<file path="src/rtl/bounce_squares_pkg.sv">
// bounce_squares_pkg: shared colour-state encoding, background level and
// default raster size for the bouncing-squares display block.
package bounce_squares_pkg;

   typedef enum logic [1:0] {
      CST_IDLE  = 2'd0,
      CST_RED   = 2'd1,
      CST_GREEN = 2'd2,
      CST_BLUE  = 2'd3
   } color_st_e;

   localparam int DEF_H_RES = 640;
   localparam int DEF_V_RES = 480;
   localparam int BG_LEVEL  = 2;

   // One step of the colour cycle: IDLE->RED->GREEN->BLUE->RED.
   function automatic color_st_e color_step(input color_st_e st);
      color_st_e nxt;
      case (st)
         CST_IDLE:  nxt = CST_RED;
         CST_RED:   nxt = CST_GREEN;
         CST_GREEN: nxt = CST_BLUE;
         CST_BLUE:  nxt = CST_RED;
         default:   nxt = CST_IDLE;
      endcase
      return nxt;
   endfunction

   // Colour of square idx (0..3): idx extra steps ahead; IDLE stays IDLE.
   function automatic color_st_e color_offset(input color_st_e st, input int idx);
      color_st_e cur;
      cur = st;
      if (st != CST_IDLE) begin
         for (int k = 0; k < 3; k++) begin
            if (k < idx) cur = color_step(cur);
            else         cur = cur;
         end
      end else begin
         cur = CST_IDLE;
      end
      return cur;
   endfunction

endpackage

</file>
<file path="src/rtl/bounce_squares_axis.sv">
// bounce_axis: position and direction of one square along one axis.
// Moves by speed on each frame tick and bounces off 0 and LIMIT-1-size.
// Edge sums are formed one bit wider than the coordinate so nothing wraps.
module bounce_axis
   import bounce_squares_pkg::*;
#(
   parameter int COORD_W   = 10,
   parameter int LIMIT     = DEF_H_RES,
   parameter int RESET_POS = 0,
   parameter bit RESET_DIR = 1'b1
) (
   input  logic               clck_i,
   input  logic               reset_i,
   input  logic               tick_i,
   input  logic [COORD_W-1:0] size_i,
   input  logic [3:0]         speed_i,
   output logic [COORD_W-1:0] pos_o
);

   localparam logic [COORD_W:0] LIM_M1 = (COORD_W+1)'(LIMIT - 1);

   logic [COORD_W-1:0] pos_q, pos_d;
   logic               dir_q, dir_d;
   logic [COORD_W:0]   pos_w, size_w, speed_w, reach_w;

   // Next position/direction for the coming tick.
   always_comb begin
      pos_w   = {1'b0, pos_q};
      size_w  = {1'b0, size_i};
      speed_w = (COORD_W+1)'(speed_i);
      reach_w = pos_w + size_w + speed_w;
      if (dir_q) begin
         if (reach_w > LIM_M1) begin
            pos_d = COORD_W'(LIM_M1 - size_w);
            dir_d = 1'b0;
         end else begin
            pos_d = COORD_W'(pos_w + speed_w);
            dir_d = 1'b1;
         end
      end else begin
         if (pos_w < speed_w) begin
            pos_d = COORD_W'(0);
            dir_d = 1'b1;
         end else begin
            pos_d = COORD_W'(pos_w - speed_w);
            dir_d = 1'b0;
         end
      end
   end

   // Axis state: reset wins over a coincident tick, otherwise move on tick.
   always_ff @(posedge clck_i) begin
      if (reset_i) begin
         pos_q <= COORD_W'(RESET_POS);
         dir_q <= RESET_DIR;
      end else if (tick_i) begin
         pos_q <= pos_d;
         dir_q <= dir_d;
      end else begin
         pos_q <= pos_q;
         dir_q <= dir_q;
      end
   end

   assign pos_o = pos_q;

endmodule

</file>
<file path="src/rtl/bounce_squares.sv">
// bounce_squares: N_SQUARES squares bouncing around the visible raster,
// each cycling through red/green/blue one step apart. Pixel colour is
// registered one clock after the raster coordinates.
// Optional feature: define BOUNCE_SQUARES_OUTLINE_EN to draw every square's
// 1-pixel perimeter white; otherwise squares are solid-filled.
module bounce_squares
   import bounce_squares_pkg::*;
#(
   parameter int N_SQUARES = 2,
   parameter int COORD_W   = 10,
   parameter int COLOR_W   = 4,
   parameter int H_RES     = DEF_H_RES,
   parameter int V_RES     = DEF_V_RES
) (
   input  logic               clck,
   input  logic               reset,
   input  logic [COORD_W-1:0] x_coords,
   input  logic [COORD_W-1:0] y_coords,
   input  logic [17:0]        switches,
   output logic [COLOR_W-1:0] red,
   output logic [COLOR_W-1:0] green,
   output logic [COLOR_W-1:0] blue
);

   localparam logic [COLOR_W-1:0] C_MAX  = {COLOR_W{1'b1}};
   localparam logic [COLOR_W-1:0] C_ZERO = {COLOR_W{1'b0}};
   localparam logic [COLOR_W-1:0] C_BG   = COLOR_W'(BG_LEVEL);
   localparam logic [9:0]         SIZE_MAX_SW = 10'(V_RES - 1);

   function automatic logic [3*COLOR_W-1:0] rgb_of(input color_st_e st);
      logic [3*COLOR_W-1:0] rgb;
      case (st)
         CST_RED:   rgb = {C_MAX,  C_ZERO, C_ZERO};
         CST_GREEN: rgb = {C_ZERO, C_MAX,  C_ZERO};
         CST_BLUE:  rgb = {C_ZERO, C_ZERO, C_MAX};
         default:   rgb = {C_MAX,  C_MAX,  C_MAX};   // IDLE shows white
      endcase
      return rgb;
   endfunction

   logic                              tick_cond_s, tick_seen_q, frame_tick_s;
   logic [COORD_W-1:0]                size_s, size_q;
   logic [3:0]                        speed_s;
   logic [2:0]                        unused_sw_s;
   color_st_e                         state_q;
   logic [N_SQUARES-1:0][COORD_W-1:0] sq_x_s, sq_y_s;
   logic [3*COLOR_W-1:0]              pix_d;
   logic [COORD_W:0]                  px_s, py_s, x_lo_s, x_hi_s, y_lo_s, y_hi_s;
`ifdef BOUNCE_SQUARES_OUTLINE_EN
   logic                              edge_hit_s;
`endif

   assign unused_sw_s = switches[12:10];
   assign speed_s     = switches[16:13];

   // Tick detection and size clamping from the switches.
   always_comb begin
      tick_cond_s  = (x_coords == COORD_W'(0)) && (y_coords == COORD_W'(V_RES));
      frame_tick_s = tick_cond_s && !tick_seen_q;
      if (switches[9:0] > SIZE_MAX_SW) size_s = COORD_W'(SIZE_MAX_SW);
      else                             size_s = COORD_W'(switches[9:0]);
   end

   // Only the first cycle of the tick condition counts; size used for drawing is latched on tick.
   always_ff @(posedge clck) begin
      if (reset) begin
         tick_seen_q <= 1'b0;
         size_q      <= COORD_W'(0);
      end else begin
         tick_seen_q <= tick_cond_s;
         if (frame_tick_s) size_q <= size_s;
         else              size_q <= size_q;
      end
   end

   // Colour state machine, advanced once per frame tick; SW17 forces IDLE.
   always_ff @(posedge clck) begin
      if (reset) begin
         state_q <= CST_IDLE;
      end else if (frame_tick_s) begin
         if (switches[17]) state_q <= CST_IDLE;
         else              state_q <= color_step(state_q);
      end else begin
         state_q <= state_q;
      end
   end

   for (genvar gi = 0; gi < N_SQUARES; gi++) begin : g_sq
      bounce_axis #(
         .COORD_W  (COORD_W),
         .LIMIT    (H_RES),
         .RESET_POS(gi * (H_RES / N_SQUARES)),
         .RESET_DIR(1'b1)
      ) u_axis_x (
         .clck_i (clck),
         .reset_i(reset),
         .tick_i (frame_tick_s),
         .size_i (size_s),
         .speed_i(speed_s),
         .pos_o  (sq_x_s[gi])
      );
      bounce_axis #(
         .COORD_W  (COORD_W),
         .LIMIT    (V_RES),
         .RESET_POS(gi * 32),
         .RESET_DIR((gi % 2) == 0)
      ) u_axis_y (
         .clck_i (clck),
         .reset_i(reset),
         .tick_i (frame_tick_s),
         .size_i (size_s),
         .speed_i(speed_s),
         .pos_o  (sq_y_s[gi])
      );
   end

   // Pixel colour: scan from highest to lowest index so square 0 wins overlaps.
   always_comb begin
      pix_d  = {C_BG, C_BG, C_BG};
      px_s   = {1'b0, x_coords};
      py_s   = {1'b0, y_coords};
      x_lo_s = '0;
      x_hi_s = '0;
      y_lo_s = '0;
      y_hi_s = '0;
`ifdef BOUNCE_SQUARES_OUTLINE_EN
      edge_hit_s = 1'b0;
`endif
      for (int i = N_SQUARES - 1; i >= 0; i--) begin
         x_lo_s = {1'b0, sq_x_s[i]};
         y_lo_s = {1'b0, sq_y_s[i]};
         x_hi_s = x_lo_s + {1'b0, size_q};
         y_hi_s = y_lo_s + {1'b0, size_q};
         if (px_s >= x_lo_s && px_s <= x_hi_s && py_s >= y_lo_s && py_s <= y_hi_s) begin
            pix_d = rgb_of(color_offset(state_q, i));
`ifdef BOUNCE_SQUARES_OUTLINE_EN
            if (px_s == x_lo_s || px_s == x_hi_s || py_s == y_lo_s || py_s == y_hi_s)
               edge_hit_s = 1'b1;
            else
               edge_hit_s = edge_hit_s;
`endif
         end else begin
            pix_d = pix_d;
         end
      end
`ifdef BOUNCE_SQUARES_OUTLINE_EN
      if (edge_hit_s) pix_d = {C_MAX, C_MAX, C_MAX};
      else            pix_d = pix_d;
`endif
   end

   // Registered colour outputs, one clock after the coordinates.
   always_ff @(posedge clck) begin
      if (reset) begin
         red   <= C_ZERO;
         green <= C_ZERO;
         blue  <= C_ZERO;
      end else begin
         red   <= pix_d[3*COLOR_W-1 -: COLOR_W];
         green <= pix_d[2*COLOR_W-1 -: COLOR_W];
         blue  <= pix_d[COLOR_W-1 -: COLOR_W];
      end
   end

endmodule

</file>
<file path="config.mk">
export PLATFORM = sky130hd
export DESIGN_NAME = bounce_squares
export DESIGN_NICKNAME = d
export VERILOG_FILES = /design/src/rtl/bounce_squares_pkg.sv /design/src/rtl/bounce_squares_axis.sv /design/src/rtl/bounce_squares.sv
export SDC_FILE = /design/constraint.sdc
export NUM_CORES = 1
export LEC_CHECK = 0
export ABC_AREA = 1
export ABC_CLOCK_PERIOD_IN_PS = 5300
export CAP_MARGIN = 40
export CORE_AREA = 5 5 157 159
export CTS_CLUSTER_SIZE = 14
export DETAILED_ROUTE_END_ITERATION = 8
export DIE_AREA = 0 0 162 164
export DONT_BUFFER_PORTS = 1
export GPL_TIMING_DRIVEN = 0
export PLACE_DENSITY = 0.68
export SKIP_CTS_REPAIR_TIMING = 1
export SYNTH_ARGS = -nofsm -noshare
export SYNTH_HDL_FRONTEND = slang
export SYNTH_SLANG_ARGS = --single-unit
</file>
<file path="constraint.sdc">
create_clock -name clck -period 5.3 [get_ports clck]
set_clock_uncertainty 0.1 [all_clocks]
set_input_delay 1.06 -clock clck [delete_from_list [all_inputs] [get_ports clck]]
set_output_delay 1.06 -clock clck [all_outputs]
set_load 0.02 [all_outputs]
</file>
**Word-level counts from Yosys, hierarchy flattened**

Cells that the tools add are included.

- Register bits: 69
- Input port bits: 40
- Output and inout bits: 12

- Add/subtract/negate cells: 22
- $lt $le $gt $ge: 17
- Equal/unequal tests: 10
- Mux-type cells: 35
- Reductions and logical operators: 13

Operators by type and width:

| operator | number |
|---|---|
| $mux 10 | 13 |
| $add 10x10->11 | 8 |
| $pmux 12 s3 | 2 |
| $add 11x4->11 | 4 |
| $le 10x11->1 | 4 |
| $add 10x4->10 | 4 |
| $ge 10x10->1 | 4 |
| $lt 10x4->1 | 4 |
| $sub 10x4->10 | 4 |
| $mux 12 | 2 |
| $gt 11x10->1 const B | 2 |
| $gt 11x9->1 const B | 2 |
| $eq 2x2->1 const B | 6 |
| $mux 1 | 12 |
| $eq 10x9->1 const B | 1 |
| $gt 10x9->1 const B | 1 |
| $logic_not 10->1 | 1 |
| $mux 2 | 5 |
| $sub 10x10->10 const A | 1 |
| $sub 9x10->10 const A | 1 |
| $logic_and 1x1->1 | 8 |
| $eq 2x1->1 const B | 3 |
| $pmux 2 s3 | 1 |
| $logic_not 2->1 | 1 |
| 3 further kinds | 3 |

**Logic depth before layout (Yosys ltp)**

Gate-level depths: netlist of the first run.

- Word-level depth: 10
- Gate-level depth with buffers: 28
- Mapped depth without buffers: 28

**By module**

From an unflattened synthesis of the first run, not the netlist that was laid out.

- Cell total of the unflattened synthesis: 1,855
- Area, all modules: 12,179.2 sq um

Modules (own cells, without submodules):

| module | instances | cells each | area each (sq um) |
|---|---|---|---|
| bounce_squares | 1 | 713 | 4,773.3 |
| bounce_axis at g_sq[0].u_axis_y | 1 | 293 | 1,960.6 |
| bounce_axis at g_sq[1].u_axis_y | 1 | 292 | 1,845.5 |
| bounce_axis at g_sq[1].u_axis_x | 1 | 287 | 1,816.7 |
| bounce_axis at g_sq[0].u_axis_x | 1 | 270 | 1,783.0 |

**Worst setup path after synthesis of the first run**

Ideal clock, no wire load.

- Path type: input to register
- Start: in switches[5]
- End: reg g_sq[1].u_axis_y.pos_q[4]
- Setup time: 0.122 ns
- Arrival: 3.830 ns
- Slack: 1.248 ns
- Stages: 23
- Path buffers: 1
- Cell sequence: inv_1 > nor3_1 > nand2_1 > nand2_1 > nor2_1 > inv_1 > nand2_1 > nand2_1 > inv_1 > ha_1 > ha_1 > fa_1 > nand3_1 > nand2_1 > nand2_1 > nand2_1 > nand2_1 > nand2_1 > a21oi_2 > nand2_2 > buf_6 > o211ai_1 > a21oi_1

- Cells in the longest elaborated chain, start to end: 7
- Elaborated cells on any way between the ends: 8
- Those cells by class: add/sub: 3; order compare: 2; mux: 3

Ends and longest elaborated chain:

| item | RTL line | text |
|---|---|---|
| start: declaration | bounce_squares.sv:19 | `input logic [17:0] switches,` |
| $gt 10x9->1 (*) | bounce_squares.sv:60 | `if (switches[9:0] > SIZE_MAX_SW) size_s = COORD_W'(SIZE_MAX_SW);` |
| $mux 10 (*) | bounce_squares.sv:60 |  |
| net g_sq[0].u_axis_x.size_i[1] | bounce_squares_axis.sv:15 | `input logic [COORD_W-1:0] size_i,` |
| $add 10x10->11 | bounce_squares_axis.sv:31 | `reach_w = pos_w + size_w + speed_w;` |
| $add 11x4->11 | bounce_squares_axis.sv:31 |  |
| $gt 11x9->1 | bounce_squares_axis.sv:33 | `if (reach_w > LIM_M1) begin` |
| $mux 10 (*) | bounce_squares_axis.sv:33 |  |
| $mux 10 (*) | bounce_squares_axis.sv:32 | `if (dir_q) begin` |
| end signal: assignment | bounce_squares_axis.sv:54 | `pos_q <= COORD_W'(RESET_POS);` |
| end signal: assignment | bounce_squares_axis.sv:57 | `pos_q <= pos_d;` |
| end signal: assignment | bounce_squares_axis.sv:60 | `pos_q <= pos_q;` |
| end: declaration | bounce_squares_axis.sv:22 | `logic [COORD_W-1:0] pos_q, pos_d;` |

The timed path passes the listed nets; every way through them passes the cells marked *.
A chain may end at the register's enable or synchronous reset.

**Worst setup path after layout of the first run**

- Start: in switches[5]
- End: reg g_sq[1].u_axis_x.pos_q[6]

- Cells in the longest elaborated chain, start to end: 7
- Elaborated cells on any way between the ends: 8
- Those cells by class: add/sub: 3; order compare: 2; mux: 3

Ends and longest elaborated chain:

| item | RTL line |
|---|---|
| $gt 10x9->1 (*) | bounce_squares.sv:60 |
| $mux 10 (*) | bounce_squares.sv:60 |
| net g_sq[0].u_axis_x.size_i[1] | bounce_squares_axis.sv:15 |
| $add 10x10->11 | bounce_squares_axis.sv:31 |
| $add 11x4->11 | bounce_squares_axis.sv:31 |
| $gt 11x10->1 | bounce_squares_axis.sv:33 |
| $mux 10 (*) | bounce_squares_axis.sv:33 |
| $mux 10 (*) | bounce_squares_axis.sv:32 |
| end signal: assignment | bounce_squares_axis.sv:54 |
| end signal: assignment | bounce_squares_axis.sv:57 |
| end signal: assignment | bounce_squares_axis.sv:60 |
| end: declaration | bounce_squares_axis.sv:22 |

Marked as above.

==> results_dict.tcl, run 1 <==
set metrics [dict create \
    synth_edf_count 0 \
    ys_seq_elements 63 \
    finalHoldViolations 0 \
    synth.distinct_cells 49 \
    ir_drop_uv 137 \
    rows 56 \
    synth_seq_area_share 0.112 \
    status "completed" \
    ys.warnings.count 0 \
    hold_end "state_q[0]" \
    layout.area.seq_um2 1260 \
    grt_pass1_vias 10250 \
    slew_headroom 0.400 \
    hold_start "state_q[0]" \
    nets 2020 \
    layout_commonest_cell "nand2_1" \
    remaining_drc_errors 0 \
    cts_max_level 3 \
    syn-cell-area_um2 11300 \
    firstDrtPassIters 6 \
    multi_input_area_um2 8890 \
    post-route-period-util 0.932 \
    ff2ff_path_depth 21 \
    end_kind "flip-flop" \
    crit_slowest_cell "nor3_2" \
    async_flop_share 0 \
    fillCellCount 2366 \
    hp-class "flip-flop to flip-flop" \
    hold-worst-slack_ns 0.463 \
    dieArea_um2 26600 \
    io_buffers 0 \
    cp_slowest_stage_delay_ns 0.44 \
    synthCells 1714 \
    grt-ovfl-total 0 \
    io_pins 52 \
    tightest_slew_ns 0.897 \
    rsz0062_at_grt "no" \
    initial_utilization 0.488 \
    ant_nets 0 \
    final_util 0.520 \
    wl_mm 35.1 \
    grt_max_degree 13 \
    drt_iter0_drc 940 \
    crit_required_ns 5.43 \
    mostFrequentLayoutCells "383 x nand2_1, 241 x inv_1, 224 x ha_1" \
    criticalPathCategory "input pin to flip-flop" \
    cts_sinks 63 \
    maxSlewViolCount 0 \
    die_y_um 164 \
    drive_gt1_frac 0.0455 \
    antenna_cells 0 \
    fmax_mhz 203 \
    gp_congestion 0.985 \
    pre_cts_ws_ns -0.158 \
    cts_buffers 9 \
    grt.total_usage 0.263 \
    grt_pass1_wl_mm 55.2 \
    holdPathStages 2 \
    detailroute.via_count 11284 \
    area_growth_pct 6.68 \
    clk_pin_slew_ns 0.06 \
    antenna_found_initial 0 \
    crit_top_cell "nand2_1" \
    cts_buffer_depth 2 \
    clk_latency_ns 0.34 \
    avgSynthCellArea_um2 6.58 \
    finalCriticalPeriod_ns 4.94 \
    drv_cap 0 \
    viasPerCell 5.57 \
    reg2reg_slack_ns 1.68 \
    synth_top_flop_cell "dfxtp_1" \
    cellPowerDensity_nw_per_um2 137 \
    r2r-start "g_sq[1].u_axis_x.pos_o[2]" \
    worstPathArrival_ns 5.06 \
    r2r-end "red[1]" \
    core_area_um2 23100 \
    leakagePower_nw 6.29 \
    setup_viol 0 \
    hpwl_mm 29.2 \
    startpoint_type "input pin" \
    wl_per_cell_um 17.3 \
    dieWidth_um 162 \
    clock_tree.root_cell "clkbuf_16" \
    setup_ws_ns 0.362 \
    cts_tree "done" \
    cp_max_fo 10 \
]
flip-flops by register name, indices dropped and copies added, names as in the netlist:
| name | cells |
|---|---|
| size_q | 10 |
| g_sq.u_axis_y.pos_o | 20 |
| g_sq.u_axis_x.dir_q | 2 |
| tick_seen_q | 1 |
| red | 2 |
| g_sq.u_axis_x.pos_o | 20 |
| blue | 2 |
| green | 2 |
| state_q | 2 |
| g_sq.u_axis_y.dir_q | 2 |
synth_stat cells, types with 7 or more instances:
master      n  area share
buf_2      16      0.0071
nand4_1    35       0.019
o211ai_1    8      0.0053
ha_1      224        0.25
buf_4       9      0.0060
inv_1     241       0.080
nor2_1    115       0.038
o21ai_1     7      0.0031
nand3b_1    7      0.0047
nand2_1   383        0.13
xnor2_1    18       0.014
nand3_1   141       0.063
a21oi_1   162       0.072
a31oi_1    15      0.0083
xor2_1     58       0.045
a21o_1      7      0.0047
fa_1       26       0.046
dfxtp_1    63        0.11
nor3_1     15      0.0067
nand2_2     7      0.0039
o21ai_0    87       0.039
clkbuf_1   12      0.0040
layer usage:
layer | global-route usage | up-vias | routed length (um)
met4 | 0.0704 | 0 | 1000
met2 | 0.423 | 395 | 15200
met3 | 0.0354 | 61 | 2790
met5 | 0 | - | 0
met1 | 0.373 | 5099 | 16200
li1 | - | 5729 | -
final cells by class:
| cell class | count | share of cell area |
|---|---|---|
| inverter | 247 | 0.0771 |
| multi-input combinational | 1368 | 0.739 |
| clock inverter | 6 | 0.00968 |
| sequential | 63 | 0.105 |
| buffer | 39 | 0.0173 |
| timing repair buffer | 2 | 0.00156 |
| clock buffer | 10 | 0.0199 |
| tap | 290 | 0.0302 |
report_power, final:
part / internal [W] / switching, W / total, W
Combinational: 0.000156 / 0.000284 / 0.000440
Clock: 0.000476 / 0.000246 / 0.000722
Sequential: 0.000476 / 0.00000446 / 0.000480
per-stage QoR:
step	area, um2	setup TNS (ns)	std cells	total power [W]
3_3_place_gp	11600	-2.54	2007	0.000917
3_5_place_dp	11700	-2.77	2009	0.000927
6_report	12000	0	2025	0.00164
4_1_cts	12000	0	2025	0.00164
5_1_grt	12000	0	2025	0.00173
2_1_floorplan	11300	0	1717	0.000825
worst max-delay path: cells and delay by family:
kind                       cells  cell delay, ns
adders and majority gates      3            0.89
and+or+nand+nor               17            2.28
xor gates and xnor gates       1            0.15
buffers and inverters          4            0.69
how the worst max path moves through the flow:
stage,startpoint,endpoint,slack [ns]
after floorplan,switches[5],g_sq[1].u_axis_y.pos_o[4],1.25
after global placement,switches[5],g_sq[1].u_axis_y.pos_o[6],-0.16
after detailed placement,switches[5],g_sq[1].u_axis_y.pos_o[5],-0.16
after CTS,switches[5],g_sq[1].u_axis_y.pos_o[5],0.18
after global routing,switches[5],g_sq[1].u_axis_x.pos_o[6],0.10
final,switches[5],g_sq[1].u_axis_x.pos_o[6],0.36
kinds of logic (layout without fill, tap and decap cells):
| logic type | after synthesis | in the layout | share of synthesized area |
|---|---|---|---|
| other | 1 | 4 | 0.000333 |
| AOI/OAI and AO/OA | 319 | 319 | 0.159 |
| adders and majority gates | 250 | 250 | 0.295 |
| and+or+nand+nor | 719 | 719 | 0.275 |
| DFF | 63 | 63 | 0.112 |
| buffers and inverters | 286 | 304 | 0.101 |
| xor gates and xnor gates | 76 | 76 | 0.0591 |
No activity file was read; power rests on OpenSTA's default activity.
==> run 2: changes to the inputs <==
--- a/config.mk
+++ b/config.mk
@@ -8,13 +8,13 @@
 export ABC_AREA = 1
 export ABC_CLOCK_PERIOD_IN_PS = 5300
 export CAP_MARGIN = 40
-export CORE_AREA = 5 5 157 159
+export CORE_AREA = 2 2 154 156
 export CTS_CLUSTER_SIZE = 14
 export DETAILED_ROUTE_END_ITERATION = 8
-export DIE_AREA = 0 0 162 164
+export DIE_AREA = 0 0 156 158
 export DONT_BUFFER_PORTS = 1
 export GPL_TIMING_DRIVEN = 0
-export PLACE_DENSITY = 0.68
+export PLACE_DENSITY = 0.6
 export SKIP_CTS_REPAIR_TIMING = 1
 export SYNTH_ARGS = -nofsm -noshare
 export SYNTH_HDL_FRONTEND = slang
==> results_dict.tcl, run 2 (synthesis results as in run 1) <==
set metrics [dict create \
    maxSlewViolCount 0 \
    firstDrtPassIters 5 \
    setup_viol 0 \
    cts_tree "done" \
    antenna_cells 0 \
    cp_max_fo 8 \
    ant_nets 0 \
    viasPerCell 5.54 \
    finalCriticalPeriod_ns 4.89 \
    clk_pin_slew_ns 0.05 \
    core_area_um2 23100 \
    cts_buffer_depth 2 \
    drv_cap 0 \
    leakagePower_nw 6.27 \
    io_pins 52 \
    tns_ns 0 \
    r2r-start "size_q[1]" \
    cts_max_level 3 \
    placedCellCount 2009 \
    cts_sinks 63 \
    rows 56 \
    grt-ovfl-total 0 \
    r2r-end "blue[1]" \
    ff2ff_path_depth 21 \
    cp-endpoint "g_sq[1].u_axis_y.pos_o[5]" \
    tightest_slew_ns 0.872 \
    finalHoldViolations 0 \
    wl_per_cell_um 17.6 \
    crit_required_ns 5.43 \
    grt_pass1_wl_mm 56.0 \
    slew_headroom 0.417 \
    grt.total_usage 0.293 \
    clock_tree.root_cell "clkbuf_16" \
    grt_pass1_vias 10380 \
    detailroute.via_count 11226 \
    ir_drop_uv 152 \
    clk_latency_ns 0.34 \
    die_y_um 158 \
    drive_gt1_frac 0.0455 \
    mostFrequentLayoutCells "383 x nand2_1, 241 x inv_1, 224 x ha_1" \
    hp-class "flip-flop to flip-flop" \
    worstPathArrival_ns 5.02 \
    layout_commonest_cell "nand2_1" \
    hpwl_mm 29.5 \
    io_buffers 0 \
    startpoint_type "input pin" \
    remaining_drc_errors 0 \
    status "completed" \
    dieArea_um2 24600 \
    gp_congestion 0.943 \
    area_growth_pct 6.50 \
    rsz0062_at_grt "no" \
    dieWidth_um 156 \
    startpoint "switches[5]" \
    drt_iter0_drc 816 \
    antenna_found_initial 0 \
    criticalPathCategory "input pin to flip-flop" \
    nets 2020 \
    p_total_w 0.00159 \
    end_kind "flip-flop" \
    final_cells 2025 \
    initial_utilization 0.489 \
    fillCellCount 2350 \
    cts_buffers 9 \
    wl_mm 35.7 \
    fmax_mhz 205 \
    grt_max_degree 13 \
    post-route-period-util 0.922 \
    reg2reg_slack_ns 1.68 \
    cellPowerDensity_nw_per_um2 133 \
]
## run 2: worst min path at each step
stage	cells past startpoint	from	slack [ns]	endpoint
2_1_floorplan	2	size_q[9]	0.38	size_q[9]
3_3_place_gp	2	state_q[1]	0.43	state_q[1]
3_5_place_dp	2	state_q[1]	0.44	state_q[1]
4_1_cts	2	state_q[1]	0.44	state_q[1]
5_1_grt	2	state_q[1]	0.48	state_q[1]
6_report	2	state_q[1]	0.44	state_q[1]
## run 2: cell type report
type | instances | area, um2 | share of cell area
Buffer | 39 | 208 | 0.0173
Timing Repair Buffer | 2 | 22.5 | 0.00188
Clock inverter | 6 | 92.6 | 0.00771
Multi-Input combinational cell | 1368 | 8890 | 0.741
Inverter | 247 | 927 | 0.0772
Sequential cell | 63 | 1260 | 0.105
Clock buffer | 10 | 239 | 0.0199
Tap cell | 290 | 363 | 0.0302
## run 2: metal layers
layer / share of wire / up-vias / track usage / wire, um
li1: - / 5744 / - / -
met1: 0.48 / 5040 / 0.411 / 17100
met2: 0.43 / 381 / 0.482 / 15500
met3: 0.061 / 61 / 0.0249 / 2180
met4: 0.028 / 0 / 0.0852 / 988
met5: 0 / - / 0 / 0
## run 2: power by group
part	switching [W]	internal, W
logic	0.000286	0.000157
registers	0.00000445	0.000476
clock network	0.000242	0.000427
## run 2: critical path, stage by stage
cell	delay, ns
inv_1	0.07
nor3_2	0.35
nand2_1	0.08
nand2_1	0.31
nor2_1	0.20
inv_1	0.33
nand2_1	0.20
nand2_1	0.10
inv_1	0.08
ha_1	0.29
ha_1	0.26
fa_1	0.38
nand3_1	0.11
nand2_1	0.08
nand2_1	0.11
nand2_1	0.06
nand2_1	0.05
nand2_1	0.06
a21oi_2	0.17
nand2_2	0.16
inv_1	0.18
nand2_1	0.08
nand3_1	0.07
nand2_1	0.05
nand2_1	0.06
nand2_1	0.05
## run 2: stage by stage
stage	setup slack [ns]	cell area [um2]	util	hold slack, ns
after detailed placement	-0.0183	11700	0.506	0.436
after floorplan	1.25	11300	-	0.380
after CTS	0.319	12000	0.521	0.445
after global placement	-0.00910	11600	0.505	0.426
final	0.412	12000	0.521	0.445
after global routing	0.0596	12000	0.521	0.476
